===== config.mk =====
export PLATFORM = sky130hd
export DESIGN_NAME = regfile_rdport_flat
export DESIGN_NICKNAME = d
export VERILOG_FILES = /design/src/rtl/regfile_rdport_if.sv /design/src/rtl/regfile_rdport.sv /design/src/flat_wrapper.sv
export SDC_FILE = /design/constraint.sdc
export NUM_CORES = 2
export LEC_CHECK = 0
export CAP_MARGIN = 40
export CELL_PAD_IN_SITES_DETAIL_PLACEMENT = 2
export CELL_PAD_IN_SITES_GLOBAL_PLACEMENT = 2
export CORE_UTILIZATION = 40
export DETAILED_ROUTE_END_ITERATION = 8
export DONT_BUFFER_PORTS = 1
export PLACE_DENSITY_LB_ADDON = 0.1
export RECOVER_POWER = 100
export SLEW_MARGIN = 20
export SYNTH_ARGS = -nofsm -noshare
export SYNTH_HDL_FRONTEND = slang
export SYNTH_SLANG_ARGS = --single-unit

===== constraint.sdc =====
create_clock -name clk_i -period 2.8 [get_ports clk_i]
set_input_delay 0.56 -clock clk_i [delete_from_list [all_inputs] [get_ports clk_i]]
set_output_delay 0.56 -clock clk_i [all_outputs]
set_load 0.02 [all_outputs]

===== src/rtl/regfile_rdport_if.sv =====
// Register-file access bus: one write port plus NRD registered read ports.
interface regfile_rdport_if #(
    parameter int unsigned WIDTH = 32,
    parameter int unsigned AW    = 5,
    parameter int unsigned NRD   = 2
) ();
    logic                 wr_en;
    logic [AW-1:0]        wr_addr;
    logic [WIDTH-1:0]     wr_data;
    logic [NRD-1:0]       rd_en;
    logic [NRD*AW-1:0]    rd_addr;
    logic                 stall;
    logic [NRD*WIDTH-1:0] rd_data;
    logic [NRD-1:0]       rd_valid;

    // Decode/execute side: issues writes and read requests, receives operands.
    modport master (
        output wr_en, wr_addr, wr_data, rd_en, rd_addr, stall,
        input  rd_data, rd_valid
    );

    // Register file side.
    modport slave (
        input  wr_en, wr_addr, wr_data, rd_en, rd_addr, stall,
        output rd_data, rd_valid
    );
endinterface


===== src/rtl/regfile_rdport.sv =====
// Parametrised register file: DEPTH x WIDTH storage, one write port and
// NRD one-cycle-latency read ports with stall hold, write bypass and an
// optional hardwired-zero register 0.
module regfile_rdport #(
    parameter int unsigned WIDTH    = 32,
    parameter int unsigned AW       = 5,
    parameter int unsigned NRD      = 2,
    parameter int unsigned ZERO_REG = 1
) (
    input logic             clk_i,
    input logic             reset_i,
    regfile_rdport_if.slave rf_bus
);
    localparam int unsigned DEPTH = 2 ** AW;

    logic [WIDTH-1:0]     mem_q [DEPTH];
    logic [NRD*WIDTH-1:0] rd_data_q;
    logic [NRD*WIDTH-1:0] rd_data_d;
    logic [NRD-1:0]       rd_valid_q;
    logic [NRD-1:0]       rd_valid_d;
    logic [WIDTH-1:0]     sel      [NRD];
    logic                 wr_ok;

    assign wr_ok = rf_bus.wr_en && !((ZERO_REG != 0) && (rf_bus.wr_addr == '0));

    // Storage: cleared by reset, written independently of stall.
    always_ff @(posedge clk_i) begin
        if (reset_i) begin
            for (int unsigned i = 0; i < DEPTH; i++) begin
                mem_q[i] <= '0;
            end
        end else if (wr_ok) begin
            mem_q[rf_bus.wr_addr] <= rf_bus.wr_data;
        end
    end

    // Per-port read value: zero register, then same-edge write bypass, then storage.
    always_comb begin
        for (int unsigned p = 0; p < NRD; p++) begin
            sel[p] = mem_q[rf_bus.rd_addr[p*AW +: AW]];
            if ((ZERO_REG != 0) && (rf_bus.rd_addr[p*AW +: AW] == '0)) begin
                sel[p] = '0;
            end else if (rf_bus.wr_en && (rf_bus.wr_addr == rf_bus.rd_addr[p*AW +: AW])) begin
                sel[p] = rf_bus.wr_data;
            end
        end
    end

    // Next read outputs: hold everything on stall, otherwise accept per-port requests.
    always_comb begin
        rd_data_d  = rd_data_q;
        rd_valid_d = rd_valid_q;
        if (!rf_bus.stall) begin
            for (int unsigned p = 0; p < NRD; p++) begin
                rd_valid_d[p] = rf_bus.rd_en[p];
                if (rf_bus.rd_en[p]) begin
                    rd_data_d[p*WIDTH +: WIDTH] = sel[p];
                end
            end
        end
    end

    // Read output registers.
    always_ff @(posedge clk_i) begin
        if (reset_i) begin
            rd_data_q  <= '0;
            rd_valid_q <= '0;
        end else begin
            rd_data_q  <= rd_data_d;
            rd_valid_q <= rd_valid_d;
        end
    end

    assign rf_bus.rd_data  = rd_data_q;
    assign rf_bus.rd_valid = rd_valid_q;
endmodule


===== src/flat_wrapper.sv =====
// flat-port wrapper written by rule: the top's interface ports become plain ports
module regfile_rdport_flat 
#(
    parameter int unsigned WIDTH    = 32,
    parameter int unsigned AW       = 5,
    parameter int unsigned NRD      = 2,
    parameter int unsigned ZERO_REG = 1
)
  (clk_i, reset_i, rf_bus_wr_en, rf_bus_wr_addr, rf_bus_wr_data, rf_bus_rd_en, rf_bus_rd_addr, rf_bus_stall, rf_bus_rd_data, rf_bus_rd_valid);
  regfile_rdport_if #(.WIDTH(WIDTH), .AW(AW), .NRD(NRD)) rf_bus_i ();
  input logic clk_i;
  input logic reset_i;
  input wire logic [$bits(rf_bus_i.wr_en)-1:0] rf_bus_wr_en;
  input wire logic [$bits(rf_bus_i.wr_addr)-1:0] rf_bus_wr_addr;
  input wire logic [$bits(rf_bus_i.wr_data)-1:0] rf_bus_wr_data;
  input wire logic [$bits(rf_bus_i.rd_en)-1:0] rf_bus_rd_en;
  input wire logic [$bits(rf_bus_i.rd_addr)-1:0] rf_bus_rd_addr;
  input wire logic [$bits(rf_bus_i.stall)-1:0] rf_bus_stall;
  output wire logic [$bits(rf_bus_i.rd_data)-1:0] rf_bus_rd_data;
  output wire logic [$bits(rf_bus_i.rd_valid)-1:0] rf_bus_rd_valid;
  assign rf_bus_i.wr_en = rf_bus_wr_en;
  assign rf_bus_i.wr_addr = rf_bus_wr_addr;
  assign rf_bus_i.wr_data = rf_bus_wr_data;
  assign rf_bus_i.rd_en = rf_bus_rd_en;
  assign rf_bus_i.rd_addr = rf_bus_rd_addr;
  assign rf_bus_i.stall = rf_bus_stall;
  assign rf_bus_rd_data = rf_bus_i.rd_data;
  assign rf_bus_rd_valid = rf_bus_i.rd_valid;
  regfile_rdport #(.WIDTH(WIDTH), .AW(AW), .NRD(NRD), .ZERO_REG(ZERO_REG)) u_core (.clk_i(clk_i), .reset_i(reset_i), .rf_bus(rf_bus_i));
endmodule

; ---- Word level (Yosys, flattened, before mapping)
; Memory sizes are Yosys's and may differ from the RTL's.
; Index checks and enable logic that the tools add are counted.
[totals]
register_bits = 66
ram_bits = 1024
input_bits = 53
output_inout_bits = 66
elab_cells = 29
n_memories = 1
[mem_list]
columns = name, words, width, rd, rd_ports_with_merged_regs, write_ports, line_no
row1 = u_core.mem_q, 32, 32, 2, 0, 32, regfile_rdport.sv:16  ; logic [WIDTH-1:0] mem_q [DEPTH];
[op_classes]
n_eq_ne = 2
mux = 12
n_bitwise = 1
reduce_logical = 10
[ops]
columns = op, count
row1 = $mux 32, 5
row2 = $reduce_or 32->1, 1
row3 = $logic_not 5->1, 3
row4 = $eq 5x5->1, 2
row5 = $mux 1, 6
row6 = $mux 5, 1
row7 = $reduce_and 2->1, 2
row8 = $logic_and 1x1->1, 3
row9 = $logic_not 1->1, 1
row10 = $not 1->1, 1

; ---- Logic depth before layout (Yosys ltp)
[depth]
depth_word = 8
mapped_depth = 10
ltp_nobuf = 5

; ---- Least setup slack after synthesis
; Ideal clock, no wire load.
[synth_timing]
path_type = in2reg
start = input rf_bus_wr_addr[2]
end = memory u_core.mem_q[20][0], enable pin
setup_time_ns = 0.330
arrival_time_ns = 2.071
t_required_ns = 2.470
slack_ns = 0.399
stages = 6
path_buffers = 2
cell_sequence = buf_2 or3_1 nand4bb_1 clkbuf_1 nor2_1 or2_2
[synth_rtl]
columns = element, line_no
row1 = start: declaration, flat_wrapper.sv:14  ; input wire logic [$bits(rf_bus_i.wr_addr)-1:0] rf_bus_wr_addr;
row2 = end: declaration, regfile_rdport.sv:16

; ---- Final worst setup path
[layout_timing]
start = input rf_bus_rd_addr[2]
end = register u_core.rd_data_q[8] (netlist: u_core.rf_bus.rd_data[8])
[layout_between]
elab_chain_len = 4
word_cells_on_any_way = 6
cone_classes = 1 x eq/ne / 2 x mux / 2 x reduce/logical / 1 x memory
[layout_lines]
columns = element, line_no
row1 = start: declaration, flat_wrapper.sv:17  ; input wire logic [$bits(rf_bus_i.rd_addr)-1:0] rf_bus_rd_addr;
row2 = branches (longest 3 deep; another with $mem_v2 32x32), --
row3 = $mux 32 *, regfile_rdport.sv:41  ; if ((ZERO_REG != 0) && (rf_bus.rd_addr[p*AW +: AW] == '0)) begin
row4 = end signal: assignment, regfile_rdport.sv:69  ; rd_data_q <= rd_data_d;
row5 = end: declaration, regfile_rdport.sv:17  ; logic [NRD*WIDTH-1:0] rd_data_q;
; Every way passes the cells marked *.
; A chain may end at the register's enable or synchronous reset.

==> impl_metrics.yaml <==
global_route:
  grt_start_max_net_pins: 421
  busiest_layer: "met2"
  met3_usage: 0.0833
  initial_antenna_violation_count: 29
  grt_use_met2: 0.568
  grt.met1_usage: 0.468
  first_global_vias: 42853
  grtUsageTotal: 0.355
  overflow: 0
  grt_first_pass_wirelength_um: 357000
routing:
  dr.pass1.iters: 6
  detailedRoute.firstIterationViolations: 4895
  vias: 41109
  drt-total-wl_um: 261000
  remaining_drc_errors: 0
  antenna_violating_nets_post_route: 0
  detail_route.wl_per_cell_um: 42.6
  vias_per_cell: 6.70
synthesis:
  ys.warnings.count: 0
  number_of_flops_mapped_to_enable_cells_by_yosys: 1024
  syn_inst: 4164
  syn-mean-instance-area_um2: 13.9
  netlist_area_um2: 57800
  yosysUniqueCellTypes: 58
  netlist.top_cell.by_area: "sky130_fd_sc_hd__edfxtp_1"
  synthDominantCellAreaShare: 0.532
  most_common_cell_in_the_synthesized_netlist: "sky130_fd_sc_hd__edfxtp_1"
  synth-seq-cells: 1090
  ys_async_sr_fraction: 0
  synth_top_flop_cell: "sky130_fd_sc_hd__edfxtp_1"
  synth-seq-area-share: 0.555
  synth_area_leaders: "sky130_fd_sc_hd__edfxtp_1 (53%), sky130_fd_sc_hd__mux4_2 (12%), sky130_fd_sc_hd__and2_1 (11%)"
  netlist_top_cells_count: "sky130_fd_sc_hd__edfxtp_1 (1024), sky130_fd_sc_hd__and2_1 (996), sky130_fd_sc_hd__mux2i_1 (356)"
power:
  pwr-share-comb: 0.104
  p_per_area_nw_per_um2: 633
  worst_ir_drop_on_vdd_v: 0.000499
  power.share.sequential: 0.474
  switching_power_uw: 10600
  p_leak_uw: 0.0224
  p_int_uw: 30600
  power.switching_fraction: 0.257
  clockPowerShare: 0.422
die:
  rows: 139
  die-area_um2: 146000
  chipHeight_um: 382
  core-area_um2: 143000
  start_util: 0.403
  fp.dieW_um: 382
  design.portCount: 119
job:
  cap_viol_max_count: 16
timing:
  final_period_minus_worst_setup_slack_ns: 2.77
  tns_ns: 0
  timing_worst_slew_pin_value_ns: 2.52
  final.period_utilization: 0.989
  report.final.slew_viol_count: 690
  timing.slew.headroom: -0.681
  clock_skew_ns: 0.0212
  setup_violations: 0
  fmax_mhz: 361
  report.final.hold_viol_count: 0
  grt_setup_unrepaired: "no"
clocking:
  clkSlewWorstSetupHoldPaths_ns: 0.06
  tritoncts: "yes"
  clockBufferDepth: 3
  worst_skew_pair.late_latency_ns: 0.79
  setup_bufs_post_cts: 0
  cts-buffers-inserted: 135
  tritoncts_num_sinks: 1090
  cts-htree-levels: 4
  clk_root_buffer_cell: "sky130_fd_sc_hd__clkbuf_16"
setup_path:
  timing.critical_path.required_ns: 3.45
  cp_slowest_cell: "sky130_fd_sc_hd__mux2i_1"
  critical_path.startpoint_type: "input pin"
  worstSetupPathType: "input pin to flop"
  critPathTopFamily: "multiplexers"
  crit_fanout: 420
  endpoint_kind: "flop"
  path_buf_inv: 0
  path_cells: "mux2i_1 > o22ai_1 > nor2_1 > a311o_1 > o31ai_1"
  timing.critical_path.arrival_ns: 3.42
  largest_stage_delay_worst_path_ns: 0.76
place:
  dp.final_hpwl_um: 153000
  numPlacedInstances: 5835
  io_buffers: 0
  detailed_place.area_um2: 60900
  gp_congestion: 0.848
status:
  outcome: "finished, violations left"
  failed_checks: "max-capacitance violations, max-slew violations"
final_layout:
  final_cell_count_no_fill: 6136
  syn_to_final_growth_pct: 12.5
  post_route_cells_drive_above_1_share: 0.201
  finalInstanceArea_um2: 65100
  nets: 4166
min_path:
  hold_path_class: "input pin to flop"
## power by group through the flow
stage | logic [µW] | registers [µW] | clock network [µW]
6_report | 4270 | 19500 | 17400
2_1_floorplan | 2780 | 19400 | 0
3_3_place_gp | 3840 | 19700 | 0
4_1_cts | 4250 | 19500 | 17500
3_5_place_dp | 3880 | 19800 | 0
5_1_grt | 4320 | 19600 | 18100
## state kept, by name, indices dropped and copies added, names as in the netlist
register and cells:
u_core.mem_q 1024, u_core.rf_bus.rd_data 64, u_core.rf_bus.rd_valid 2
## through the flow
| stage | power [µW] | util | setup slack (ns) | hold slack, ns |
|---|---|---|---|---|
| 5_1_grt | 42000 | 0.453 | 0.263 | 0.0423 |
| 3_5_place_dp | 23700 | 0.424 | 0.279 | 0.574 |
| 2_1_floorplan | 22200 | - | 0.399 | 0.533 |
| 6_report | 41200 | 0.453 | 0.0304 | 0.0619 |
| 4_1_cts | 41300 | 0.458 | 0.599 | 0.00560 |
| 3_3_place_gp | 23600 | 0.424 | 0.183 | 0.557 |
## worst register-to-register path, delay by kind of cell (launching register included)
kind | cells | cell delay [ns]
compound gates | 3 | 0.91
mux | 2 | 0.87
flops | 1 | 0.42
## cells in the final DEF (no fill, tap or decap), types with 31 or more instances in the layout
master,n
sky130_fd_sc_hd__edfxtp_1,1024
sky130_fd_sc_hd__and2_0,517
sky130_fd_sc_hd__and2_1,477
sky130_fd_sc_hd__mux2i_1,356
sky130_fd_sc_hd__mux4_2,307
sky130_fd_sc_hd__clkbuf_16,140
sky130_fd_sc_hd__a22oi_1,134
sky130_fd_sc_hd__o22ai_1,121
sky130_fd_sc_hd__mux2_2,92
sky130_fd_sc_hd__o21ai_0,68
sky130_fd_sc_hd__dfxtp_1,66
sky130_fd_sc_hd__clkbuf_1,63
sky130_fd_sc_hd__buf_4,61
sky130_fd_sc_hd__nor2_1,53
sky130_fd_sc_hd__clkbuf_2,50
sky130_fd_sc_hd__buf_12,49
sky130_fd_sc_hd__nand3_1,38
sky130_fd_sc_hd__nor2b_1,33
sky130_fd_sc_hd__and3b_1,33
sky130_fd_sc_hd__conb_1,32
sky130_fd_sc_hd__o22a_1,31
## final timing paths
path	from	to	slack (ns)	cells after the start
hold reg to reg	u_core.rf_bus.rd_valid[1]$_SDFFE_PP0N_	u_core.rf_bus.rd_valid[1]$_SDFFE_PP0N_	0.60	2
hold / removal	rf_bus_wr_data[7]	u_core.mem_q[10][7]$_SDFFCE_PN0P_	0.06	1
setup reg to reg	u_core.mem_q[28][25]$_SDFFCE_PN0P_	u_core.rf_bus.rd_data[57]$_SDFFE_PP0P_	0.48	5
setup / recovery	rf_bus_rd_addr[2]	u_core.rf_bus.rd_data[8]$_SDFFE_PP0P_	0.03	5
## kinds of logic after synthesis
| kind of cell | Yosys count | synth area share |
|---|---|---|
| compound gates | 576 | 0.0729 |
| other cells | 1 | 0.0000649 |
| mux | 766 | 0.201 |
| flops | 1090 | 0.555 |
| simple gates | 1278 | 0.136 |
| xor+xnor | 10 | 0.00151 |
| buf+inv | 443 | 0.0336 |
## per-layer routing
| metal | wire [µm] | vias up | part of all wire |
|---|---|---|---|
| li1 | - | 15879 | - |
| met1 | 103000 | 22402 | 0.40 |
| met2 | 122000 | 2249 | 0.47 |
| met3 | 25100 | 565 | 0.096 |
| met4 | 11100 | 14 | 0.042 |
| met5 | 87 | - | 0.00033 |
## area by class of cell
cell class / instances / area (µm²)
fillers: 13798 / 78400
flip-flops and latches: 1090 / 32100
multi-input cells: 2662 / 24200
clock buffers: 192 / 3850
well taps: 1903 / 2380
repair buffers: 224 / 2120
clock inverters: 56 / 438
diodes: 9 / 22.5
## timing repair
action                                  CTS  global route
resized for setup                         0             0
hold buffers                             38             0
endpoints found under the hold margin  1051             0
No activity file was read; power rests on OpenSTA's default activity.
